===== config.mk =====
export PLATFORM = sky130hd
export DESIGN_NAME = alu_uart_ctrl
export DESIGN_NICKNAME = d
export VERILOG_FILES = /design/src/rtl/alu_uart_ctrl.sv
export SDC_FILE = /design/constraint.sdc
export NUM_CORES = 1
export LEC_CHECK = 0
export ABC_AREA = 1
export CORE_UTILIZATION = 46
export DETAILED_ROUTE_END_ITERATION = 16
export HOLD_SLACK_MARGIN = 0.15
export PLACE_DENSITY = 0.76
export SETUP_SLACK_MARGIN = 0.02
export SLEW_MARGIN = 15
export SYNTH_ARGS = -nofsm -noshare
export SYNTH_HDL_FRONTEND = slang
export SYNTH_SLANG_ARGS = --single-unit

===== constraint.sdc =====
create_clock -name i_clk -period 1.4 [get_ports i_clk]
set_clock_uncertainty 0.05 [all_clocks]
set_input_delay 0.28 -clock i_clk [delete_from_list [all_inputs] [get_ports i_clk]]
set_output_delay 0.28 -clock i_clk [all_outputs]
set_load 0.1 [all_outputs]

===== src/rtl/alu_uart_ctrl.sv =====
// alu_uart_ctrl: collects operand A, operand B and an opcode byte from a UART
// receiver, presents them to an external combinational ALU, and hands the
// one-byte result to a UART transmitter. A partial operand sequence that goes
// quiet for too long is abandoned so the host can resynchronise.
module alu_uart_ctrl #(
  parameter int NB_DATA        = 8,
  parameter int NB_OP          = 6,
  parameter int TIMEOUT_CYCLES = 100000
) (
  input  logic               i_clk,
  input  logic               i_rst,
  input  logic [NB_DATA-1:0] i_rx_data,
  input  logic               i_rx_done,
  input  logic [NB_DATA-1:0] i_alu_result,
  input  logic               i_tx_done,
  output logic [NB_DATA-1:0] o_alu_a,
  output logic [NB_DATA-1:0] o_alu_b,
  output logic [NB_OP-1:0]   o_alu_op,
  output logic [NB_DATA-1:0] o_tx_data,
  output logic               o_tx_start,
  output logic               o_busy,
  output logic               o_timeout,
  output logic               o_overrun
);

  localparam int NB_CNT = (TIMEOUT_CYCLES > 1) ? $clog2(TIMEOUT_CYCLES) : 1;
  localparam logic [NB_CNT-1:0] CNT_LAST = NB_CNT'(TIMEOUT_CYCLES - 1);

  typedef enum logic [2:0] {
    WAIT_A,
    WAIT_B,
    WAIT_OP,
    EXEC,
    SEND,
    WAIT_TX
  } state_t;

  state_t            state;
  logic [NB_CNT-1:0] idle_cnt;

  // Busy whenever a result is being computed or is in flight to the transmitter.
  assign o_busy = (state == EXEC) || (state == SEND) || (state == WAIT_TX);

  // Byte-collection / transmit-handshake FSM with registered pulse outputs.
  always_ff @(posedge i_clk or negedge i_rst) begin
    if (!i_rst) begin
      state      <= WAIT_A;
      idle_cnt   <= '0;
      o_alu_a    <= '0;
      o_alu_b    <= '0;
      o_alu_op   <= '0;
      o_tx_data  <= '0;
      o_tx_start <= 1'b0;
      o_timeout  <= 1'b0;
      o_overrun  <= 1'b0;
    end else begin
      // NOTE: non-blocking assignments throughout; the defaults below are
      // overridden later in the same block, which is what makes the pulses
      // last exactly one cycle.
      o_tx_start <= 1'b0;
      o_timeout  <= 1'b0;
      o_overrun  <= 1'b0;

      case (state)
        WAIT_A: begin
          idle_cnt <= '0;
          if (i_rx_done) begin
            o_alu_a <= i_rx_data;
            state   <= WAIT_B;
          end
        end

        WAIT_B: begin
          // A byte arriving on the expiry cycle wins over the timeout.
          if (i_rx_done) begin
            o_alu_b  <= i_rx_data;
            idle_cnt <= '0;
            state    <= WAIT_OP;
          end else if (idle_cnt == CNT_LAST) begin
            idle_cnt  <= '0;
            o_timeout <= 1'b1;
            state     <= WAIT_A;
          end else begin
            idle_cnt <= idle_cnt + 1'b1;
          end
        end

        WAIT_OP: begin
          if (i_rx_done) begin
            o_alu_op <= i_rx_data[NB_OP-1:0];
            idle_cnt <= '0;
            state    <= EXEC;
          end else if (idle_cnt == CNT_LAST) begin
            idle_cnt  <= '0;
            o_timeout <= 1'b1;
            state     <= WAIT_A;
          end else begin
            idle_cnt <= idle_cnt + 1'b1;
          end
        end

        EXEC: begin
          // Operands have been stable for a full cycle, so the ALU output is valid.
          o_tx_data  <= i_alu_result;
          o_tx_start <= 1'b1;
          o_overrun  <= i_rx_done;
          state      <= SEND;
        end

        SEND: begin
          o_overrun <= i_rx_done;
          state     <= WAIT_TX;
        end

        WAIT_TX: begin
          o_overrun <= i_rx_done;
          if (i_tx_done) begin
            idle_cnt <= '0;
            state    <= WAIT_A;
          end
        end

        default: begin
          idle_cnt <= '0;
          state    <= WAIT_A;
        end
      endcase
    end
  end

endmodule


# Word-level counts from Yosys, hierarchy flattened
# Cells that the tools add are included.
dict set report totals {
  regBits 53
  in_bits 20
}
dict set report op_classes {
  muxes 15
  n_reduce_logical 11
  eq_ne 8
  bitwise_logic 1
  add_sub_neg 1
}
# operator n
set ops {}
lappend ops {{$mux W17} 3}
lappend ops {{$pmux W17 S3} 1}
lappend ops {{$pmux W3 S6} 1}
lappend ops {{$add A17 B1 Y17 const B} 1}
lappend ops {{$eq A17 B17 Y1 const B} 1}
lappend ops {{$mux W3} 5}
lappend ops {{$reduce_and A2 Y1} 5}
lappend ops {{$eq A3 B2 Y1 const B} 2}
lappend ops {{$eq A3 B3 Y1 const B} 2}
lappend ops {{$mux W1} 5}
lappend ops {{$ne A2 B2 Y1 const B} 2}
lappend ops {{$reduce_or A2 Y1} 2}
lappend ops {{$eq A3 B1 Y1 const B} 1}
lappend ops {{$logic_not A3 Y1} 1}
lappend ops {{$reduce_or A3 Y1} 1}
lappend ops {{$logic_or A1 B1 Y1} 2}
lappend ops {{$not A1 Y1} 1}

# Depth between registers and ports, before layout
dict set report logic_depth {
  word_depth 4
  depth_mapped 10
}

# Worst setup path before layout
# OpenSTA, ideal clock, no wires.
dict set report synth_timing {
  kind {register to output}
  startpoint {register state[2]}
  endpoint {output port o_busy}
  t_arrival_ns 1.516
  path_buffers 0
  stages_incl_launch_ff 6
  required_time_ns 1.070
  slack_ns -0.446
  cell_sequence {dfrtp_1 -> inv_2 -> nand3_2 -> nand2_2 -> inv_1 -> nand2_1}
}
dict set report synth_between {
  elab_chain_cells 3
}
# item line_no
set synth_rtl {}
lappend synth_rtl {{start: declaration} 38} ;# state_t state;
lappend synth_rtl {{start signal: assignment} 47} ;# state <= WAIT_A;
lappend synth_rtl {{start signal: assignment} 69} ;# state <= WAIT_B;
lappend synth_rtl {{start signal: assignment} 78} ;# state <= WAIT_OP;
lappend synth_rtl {{$eq A3 B2 Y1 or $eq A3 B3 Y1 (tied branches)} 42} ;# assign o_busy = (state == EXEC) || (state == SEND) || (state == WAIT_TX);
lappend synth_rtl {{$logic_or A1 B1 Y1} 42}
lappend synth_rtl {{$logic_or A1 B1 Y1 *} 42}
lappend synth_rtl {{end: declaration} 21} ;# output logic o_busy,
# Mark *: on every way between the ends. The rest lies on a longest branch, timed or not.

# Worst setup path after layout
dict set report layout_timing {
  startpoint {register state[0]}
  endpoint {output port o_busy}
}
# Same word-level chain as after synthesis.

==> out/metrics.cfg <==
[yosys]
syn-instance-count=322
synth_top_family_by_area=simple AND/OR/NAND/NOR gates
syn-cell-area_um2=2570
yosys.area_share.xor_xnor_pct=1.65
yosys.area.top_type_share_pct=51.6
synth_area_leaders=dfrtp_1 (52%), nand2_1 (16%), o21ai_0 (5.6%), nor2_1 (5.1%), inv_1 (4.2%)
seq_area_frac_synth_pct=51.6
muxShareOfSynthArea_pct=0
synth_seq_cells=53
synth_area_per_cell_um2=7.99
synth_cell_types=27
syn_nets=343
synth_top_area_cell=dfrtp_1
yosysWarnings=0
synth_compound_area_share_pct=6.91
synthAdderAreaFrac_pct=0.486
synth_simple_gate_area_share_pct=32.8

[global_route]
grt_pass1_vias=2743
grt_pass1_wl_um=12700
met2_usage_pct=47.9
grt_max_degree=41
grt_util_met3_pct=10.4
antenna_found_initial=0
grt_util_all_layers_pct=27.7
grt-ovfl-total=0
busiest_layer=met2
use_met1_pct=30.4

[timing]
relSlewSlack_pct=74.0
max_freq_mhz=568
tightestPinTransition_ns=0.388
setup_tns_ns=-5.10
fin_ws_ns=-0.361
rsz0062_at_grt=true
min_period_over_period_pct=126
setup_viol=21
hold_viol_final=0
period_minus_slack_ns=1.76
drv_slew=0

[placed_design]
io_buffers=53
place_area_um2=3870
gp_congestion=0.911
dp_hpwl_um=5060

[worst_setup_path]
end_kind=output port
critPathMaxFanout=3
worst_ep_required_time_ns=1.07
r2r_cells=10
crit_chain=inv_2, nor2_4, nand2_4, buf_6, nand2_8, buf_12
cp-start-kind=register
cp_slowest_cell=dfrtp_1
cpPeakStageDelay_ns=0.44
arrival_ns=1.43
path_class=reg2out

[worst_hold_path]
hold_class=in2async

[final_layout]
finish.instance_area_um2=4330
nNetsFinal=451
multi_input_area_um2=1310
drive_gt1_share_pct=35.5
fillers=277
final_common_cell=nand2_1
register_area_um2=1330
area_growth_pct=68.2
antenna_cells=0
layout_common_cells=nand2_1 (99), dfrtp_1 (51), buf_4 (39)

[clock_tree]
cts_buffers=5
cts_tree=done
clock_path_buffers=2
cts.clk_slew.worst_paths_ns=0.10
clock_latency_ns=0.32
clk_root_buffer_cell=clkbuf_8
clkSinkCount=53
h-tree-depth=2

[floorplanning]
initial_core_util_pct=49.1
core_um2=5240
fp.dieW_um=76.8
die-area_um2=5900
io-pin-count=54
die_h_um=76.8
fp-row-count=26

[flow_run]
maxCapViolCount=0

[outcome]
status=finished, violations left
violations=negative setup slack

[drt]
wl_per_cell_um=16.7
vias=2710
detail_route.first_pass.iterations=6
drt_iter0_drc=215
drc_errors=0
viasPerCell=5.41
wirelength_um=8360
final_antenna_net_count=0

through the flow:
stage	hold WS [ns]	setup slack, ns	util (%)	cells
final	0.329	-0.361	82.6	501
after CTS	0.336	-0.295	79.2	498
after global placement	0.144	-0.152	74.0	479
after floorplan	-0.0656	-0.0512	-	322
after detailed placement	0.149	-0.229	74.0	479
after global routing	0.359	-0.421	82.6	501
what timing repair did:
action | in CTS | in global routing
setup endpoints to repair | 26 | 36
gates cloned | 1 | 1
pin swaps | 9 | 13
setup buffers | 10 | 3
gates resized for setup | 27 | 44
hold buffers | 1 | 0
hold endpoints to repair | 53 | 0
state kept, by name, indices dropped and copies added (netlist names):
name and cells:
o_alu_b 8, idle_cnt 17, o_timeout 1, o_overrun 1
o_tx_data 8, o_tx_start 1, state 3, o_alu_op 6
o_alu_a 8
layer usage:
metal	up-vias	share of wire (%)
met2	145	51
met4	0	4.7
met5	-	0
li1	1234	-
met3	43	8.6
met1	1288	36
cells in the mapped netlist:
cell,n
nand3b_1,1
nor3_1,3
ha_1,1
buf_2,1
dfrtp_1,53
inv_4,1
a31oi_1,2
nor2_4,1
buf_8,1
inv_1,29
clkbuf_1,3
and3_1,1
nand4_1,11
nand3_1,15
clkinv_1,2
nand3_2,3
xor2_1,3
inv_2,4
a21oi_1,4
nor2_1,35
o21ai_0,29
nand2_4,3
nor2_2,5
nand2_2,2
xor2_2,1
nand2_1,107
nor2_8,1
worst max-delay path: cells and delay by family, from the launching register on:
family,cells,cell delay (ns)
and+or+nand+nor,3,0.28
DFF,1,0.44
buffers and inverters,3,0.39
area by class of cell:
cell class	count	area share (%)
multi-input combinational	228	30.2
inverter	36	3.38
clock buffer	6	1.91
sequential	53	30.7
timing repair buffer	106	31.3
tap	70	2.02
clock inverter	2	0.405
kinds of logic (layout without fill, tap and decap cells):
family	after synthesis	count (layout)
adders and majority gates	1	1
xor gates and xnor gates	4	4
DFF	53	53
and+or+nand+nor	188	188
buffers and inverters	41	150
AOI/OAI and AO/OA	35	35
worst paths after layout:
path,from,slack (ns),to
min reg2reg,o_tx_data[0],0.50,o_tx_data[0]
max in group asynchronous,i_rst,0.44,state[1]
min,i_rst,0.33,idle_cnt[0]
max,state[0],-0.36,o_busy
min in group i_clk,i_alu_result[6],0.43,o_tx_data[6]
max reg2reg,state[0],-0.31,idle_cnt[3]
Power is not shown: default switching activity piles up to over one toggle a cycle in this logic, so the estimate is an artifact.
